**src/rtl/if_stage.sv**
```systemverilog
// if_stage: RV64I instruction fetch with a single-outstanding imem handshake, IF/ID slot and one-entry skid buffer.
module if_stage #(
    parameter logic [63:0] RESET_PC = 64'h0
) (
    input  logic        clk,
    input  logic        reset,
    input  logic        stall,
    input  logic        redirect_valid,
    input  logic [63:0] redirect_pc,
    output logic        imem_req_valid,
    output logic [63:0] imem_req_addr,
    input  logic        imem_req_ready,
    input  logic        imem_resp_valid,
    input  logic [31:0] imem_resp_data,
    output logic        if_id_valid,
    output logic [63:0] if_id_pc,
    output logic [63:0] if_id_pc_plus4,
    output logic [31:0] if_id_instr,
    output logic        misaligned_redirect
);
    typedef enum logic [1:0] {IDLE, REQ, WAIT, DRAIN} state_t;
    state_t state, state_nxt;
    logic [63:0] fetch_pc, skid_pc, load_pc;
    logic [31:0] skid_instr, load_instr;
    logic skid_valid, accept, deliver, load_slot;

    always_ff @(posedge clk or posedge reset)
        if (reset) state <= IDLE;
        else state <= state_nxt;

    // A redirect that catches a request already in flight must drain its response.
    always_comb begin
        state_nxt = state;
        case (state)
            IDLE:    state_nxt = REQ;
            REQ:     state_nxt = accept ? (redirect_valid ? DRAIN : WAIT) : REQ;
            WAIT:    state_nxt = imem_resp_valid ? REQ : (redirect_valid ? DRAIN : WAIT);
            DRAIN:   state_nxt = imem_resp_valid ? REQ : DRAIN;
            default: state_nxt = IDLE;
        endcase
    end

    always_comb begin
        imem_req_valid = state == REQ && !skid_valid;
        imem_req_addr = fetch_pc;
        accept = imem_req_valid && imem_req_ready;
        deliver = state == WAIT && imem_resp_valid;
    end

    // Skid and delivery never coincide: no request issues while the skid is full.
    always_comb begin
        load_slot = stall ? deliver && !if_id_valid : skid_valid || deliver;
        load_pc = skid_valid ? skid_pc : fetch_pc;
        load_instr = skid_valid ? skid_instr : imem_resp_data;
    end

    always_ff @(posedge clk or posedge reset)
        if (reset) begin
            fetch_pc <= RESET_PC;
            if_id_valid <= 1'b0;
            if_id_pc <= 64'h0;
            if_id_pc_plus4 <= 64'h4;
            if_id_instr <= 32'h0000_0013;
            skid_valid <= 1'b0;
            skid_pc <= 64'h0;
            skid_instr <= 32'h0000_0013;
            misaligned_redirect <= 1'b0;
        end else begin
            misaligned_redirect <= redirect_valid && |redirect_pc[1:0];
            if (redirect_valid) begin
                fetch_pc <= {redirect_pc[63:2], 2'b00};
                if_id_valid <= 1'b0;
                skid_valid <= 1'b0;
            end else begin
                if (deliver) fetch_pc <= fetch_pc + 64'd4;
                if (!stall || load_slot) if_id_valid <= load_slot;
                if (load_slot) begin
                    if_id_pc <= load_pc;
                    if_id_pc_plus4 <= load_pc + 64'd4;
                    if_id_instr <= load_instr;
                end
                if (!stall) skid_valid <= 1'b0;
                else if (deliver && if_id_valid) begin
                    skid_valid <= 1'b1;
                    skid_pc <= fetch_pc;
                    skid_instr <= imem_resp_data;
                end
            end
        end
endmodule
```
**config.mk**
```make
export PLATFORM = sky130hd
export DESIGN_NAME = if_stage
export DESIGN_NICKNAME = d
export VERILOG_FILES = /design/src/rtl/if_stage.sv
export SDC_FILE = /design/constraint.sdc
export NUM_CORES = 1
export LEC_CHECK = 0
export CAP_MARGIN = 25
export CORE_ASPECT_RATIO = 0.9
export CORE_MARGIN = 2
export CORE_UTILIZATION = 45
export DETAILED_ROUTE_END_ITERATION = 8
export GPL_TIMING_DRIVEN = 0
export HOLD_SLACK_MARGIN = 0.05
export MAX_ROUTING_LAYER = met4
export PLACE_DENSITY = 0.74
export SYNTH_ARGS = -nofsm -noshare
export SYNTH_HDL_FRONTEND = slang
export SYNTH_SLANG_ARGS = --single-unit
```
**constraint.sdc**
```tcl
create_clock -name clk -period 29.3 [get_ports clk]
set_clock_uncertainty 0.1 [all_clocks]
set_input_delay 5.86 -clock clk [delete_from_list [all_inputs] [get_ports clk]]
set_output_delay 5.86 -clock clk [all_outputs]
set_load 0.005 [all_outputs]
```
==> flow_metrics.py <==
metrics = {
    "die": {
        "start_util_pct": 46.0,
        "die_y_um": 184,
        "io_pins": 329,
        "num_rows": 65,
        "die_w_um": 204,
        "core_area_um2": 35300,
        "dieArea_um2": 37600,
    },
    "layout": {
        "final_cell_mix": "clkdlybuf4s50_1, dfrtp_1, nand2_1",
        "multi_input_area_um2": 7670,
        "final_common_cell": "clkdlybuf4s50_1",
        "drive_above_1_share_pct": 12.9,
        "ff_latch_area_um2": 7940,
        "syn_to_final_growth_pct": 31.4,
        "fillers": 3037,
        "fin_nets": 2070,
        "utilization_pct": 60.4,
    },
    "clock_network": {
        "cts-root-buf": "clkbuf_16",
        "numCtsBuffers": 35,
        "cts.clk_slew.worst_paths_ns": 0.06,
        "clk-insertion-delay-late_ns": 0.53,
        "ctsHoldBuffers": 0,
        "clock_path_buffers": 3,
        "post_cts_buffers": 0,
        "cts_tree": "yes",
        "htreeDepth": 2,
        "cts-resized-gates": 0,
        "cts.sinks": 317,
    },
    "grt": {
        "grt_max_degree": 129,
        "grt_pass1_wl_um": 83600,
        "grt-ovfl-total": 0,
        "globalRouteTotalUtil_pct": 30.1,
        "first_global_vias": 14065,
        "antenna_found_initial": 2,
    },
    "logic_synthesis": {
        "synth_edf_count": 0,
        "synth_area_per_cell_um2": 10.1,
        "ys_ff_latch": 317,
        "syn-instance-count": 1600,
        "ys_top_cells_by_area": "dfrtp_1, mux2_2, nand2_1",
        "synth_top_area_share_pct": 47.8,
        "yosys_warnings": 0,
        "ys.flop_type": "dfrtp_1",
        "synth-seq-area-share_pct": 49.0,
        "synthArstFlopShare_pct": 100,
        "yosysTopAreaCell": "dfrtp_1",
        "synth_cell_types": 70,
        "netlist_area_um2": 16200,
    },
    "setup_path": {
        "r2r_slack_ns": 24.46,
        "crit_slowest_cell": "clkdlybuf4s50_1",
        "path_max_fanout": 10,
        "path_common_cell": "buf_2",
        "slowest_delay_ns": 0.49,
        "setup.worst_path.end_class": "output port",
        "cp.required_ns": 23.34,
        "ff2ff_path_depth": 14,
        "crit_chain": "buf_6, buf_6, buf_4, buf_2, buf_2, buf_2, nor3b_1, clkdlybuf4s50_1",
        "cp.arrival_ns": 3.19,
        "path_depth": 8,
        "crit_type": "register to output port",
        "critPathTopFamily": "buffers and inverters",
        "cp-start-kind": "register",
        "path_buf_inv": 7,
    },
    "route": {
        "ant_nets": 0,
        "met1_length_um": 23800,
        "dr.pass1.iters": 6,
        "routed_wl_um": 55800,
        "top_layer": "met4",
        "drc": 0,
        "drt_iter0_drc": 1238,
        "viasPerCell": 5.77,
        "wl_met2_um": 25800,
        "via_count": 14210,
        "wl_met3_um": 4240,
        "wl_per_cell_um": 22.7,
    },
    "placed_design": {
        "gp_congestion": 0.918,
        "dp_slack_ns": 19.76,
        "dp_hpwl_um": 41600,
        "port_buffers": 322,
    },
    "timing": {
        "setup_tns_ns": 0,
        "tightest_slew_ns": 1.04,
        "grt_setup_unrepaired": "no",
        "setup_violations": 0,
        "finalHoldViolCount": 0,
        "fin_ws_ns": 20.15,
        "post-route-min-period_ns": 9.15,
        "finalCritPeriodShare_pct": 31.2,
        "maxSlewViolCount": 0,
        "slew_headroom_pct": 30.7,
        "fmax_ghz": 0.109,
    },
    "power": {
        "ir_drop_mv": 0.0360,
        "p_leak_nw": 8.93,
        "power_density_nw_per_um2": 64.7,
    },
    "worst_hold_path": {
        "whs_path_depth": 2,
        "hold_path.class": "register to register",
    },
    "status": {
        "run_status": "complete, no violations",
    },
    "flow_run": {
        "maxCapViolCount": 0,
    },
}
## worst paths after layout
kind | start | to
worst max-delay path | skid_valid$_DFFE_PP0P_ | imem_req_valid
min in group asynchronous | reset | if_id_pc[20]$_DFFE_PP0P_
worst max register to register | skid_valid$_DFFE_PP0P_ | if_id_pc_plus4[60]$_DFFE_PP0P_
worst min-delay path | if_id_pc[5]$_DFFE_PP0P_ | if_id_pc[5]$_DFFE_PP0P_
max in group asynchronous | reset | imem_req_addr[62]$_DFFE_PP0N_
worst min register to register | if_id_pc[5]$_DFFE_PP0P_ | if_id_pc[5]$_DFFE_PP0P_
## synth_stat cells (3+ instances only)
| cell type | number |
|---|---|
| nor4_2 | 3 |
| a22oi_1 | 33 |
| nand3_1 | 93 |
| dfstp_2 | 7 |
| nor2b_1 | 4 |
| and2_1 | 8 |
| buf_4 | 7 |
| nor3b_1 | 5 |
| and4_1 | 6 |
| xor2_1 | 62 |
| mux2i_1 | 91 |
| nor2_1 | 31 |
| nand3b_4 | 3 |
| or3_1 | 7 |
| o21ai_1 | 18 |
| xnor2_1 | 38 |
| o211ai_1 | 6 |
| clkbuf_1 | 51 |
| dfrtp_1 | 310 |
| buf_6 | 3 |
| a222oi_1 | 6 |
| nand4b_1 | 3 |
| mux2_2 | 104 |
| a211o_1 | 5 |
| nor4_1 | 6 |
| nand2_1 | 257 |
| nand3_2 | 5 |
| inv_1 | 5 |
| buf_1 | 10 |
| a21o_1 | 10 |
| nand3b_1 | 48 |
| o21ai_0 | 163 |
| nand4_1 | 44 |
| nand4_2 | 3 |
| and3_1 | 20 |
| nand2b_1 | 4 |
| nor3_1 | 22 |
| buf_2 | 51 |
| a21oi_1 | 8 |
## where the power goes
part | switching (mW) | total, mW | internal (mW)
Clock | 0.183 | 0.460 | 0.277
Combinational | 0.136 | 0.333 | 0.198
Sequential | 0.0628 | 0.585 | 0.523
Total | 0.382 | 1.38 | 0.997
## sequential cells by signal, indices dropped and copies added, names as in the netlist
| signal | cells |
|---|---|
| if_id_valid | 1 |
| if_id_pc_plus4 | 62 |
| skid_valid | 1 |
| misaligned_redirect | 1 |
| skid_pc | 62 |
| if_id_pc | 62 |
| if_id_instr | 32 |
| imem_req_addr | 62 |
| state | 2 |
| skid_instr | 32 |
## worst min-delay path, cell delays in order, from the launching register on
cell,delay (ns)
dfrtp_1,0.34
nand2_1,0.04
o21ai_0,0.06
## per-stage QoR
stage	hold slack (ns)	power [mW]	cell area, um^2	std cells
5_1_grt	0.395	1.44	21300	2460
3_3_place_gp	0.362	0.917	20000	2396
2_1_floorplan	0.367	0.688	16200	1605
3_5_place_dp	0.364	0.927	20100	2398
6_report	0.373	1.38	21300	2461
4_1_cts	0.378	1.39	21300	2459
## per-layer routing
| layer | vias to the layer above | GRT usage (%) |
|---|---|---|
| met1 | 7063 | 39.3 |
| li1 | 6413 | - |
| met2 | 620 | 46.9 |
| met5 | - | - |
| met3 | 114 | 5.80 |
| met4 | 0 | 10.6 |
## final cells by class
cell class	count	share of cell area, %
clock buffer	47	4.70
inverter	6	0.141
timing repair buffer	324	15.4
antenna	2	0.0235
clock inverter	14	0.922
tap	469	2.75
multi-input combinational	1157	36.0
sequential	317	37.3
buffer	125	2.84
## cell families (layout without fill, tap and decap cells)
| logic type | Yosys count | count (layout) | synth area share [%] |
|---|---|---|---|
| mux | 195 | 195 | 12.8 |
| other cells | 1 | 8 | 0.0231 |
| flops | 317 | 317 | 49.0 |
| xor+xnor | 100 | 100 | 5.40 |
| fa+ha+maj | 2 | 2 | 0.154 |
| simple gates | 588 | 588 | 19.1 |
| compound gates | 266 | 266 | 9.68 |
| buf+inv | 131 | 516 | 3.87 |
Power figures use the tool's default switching activity.
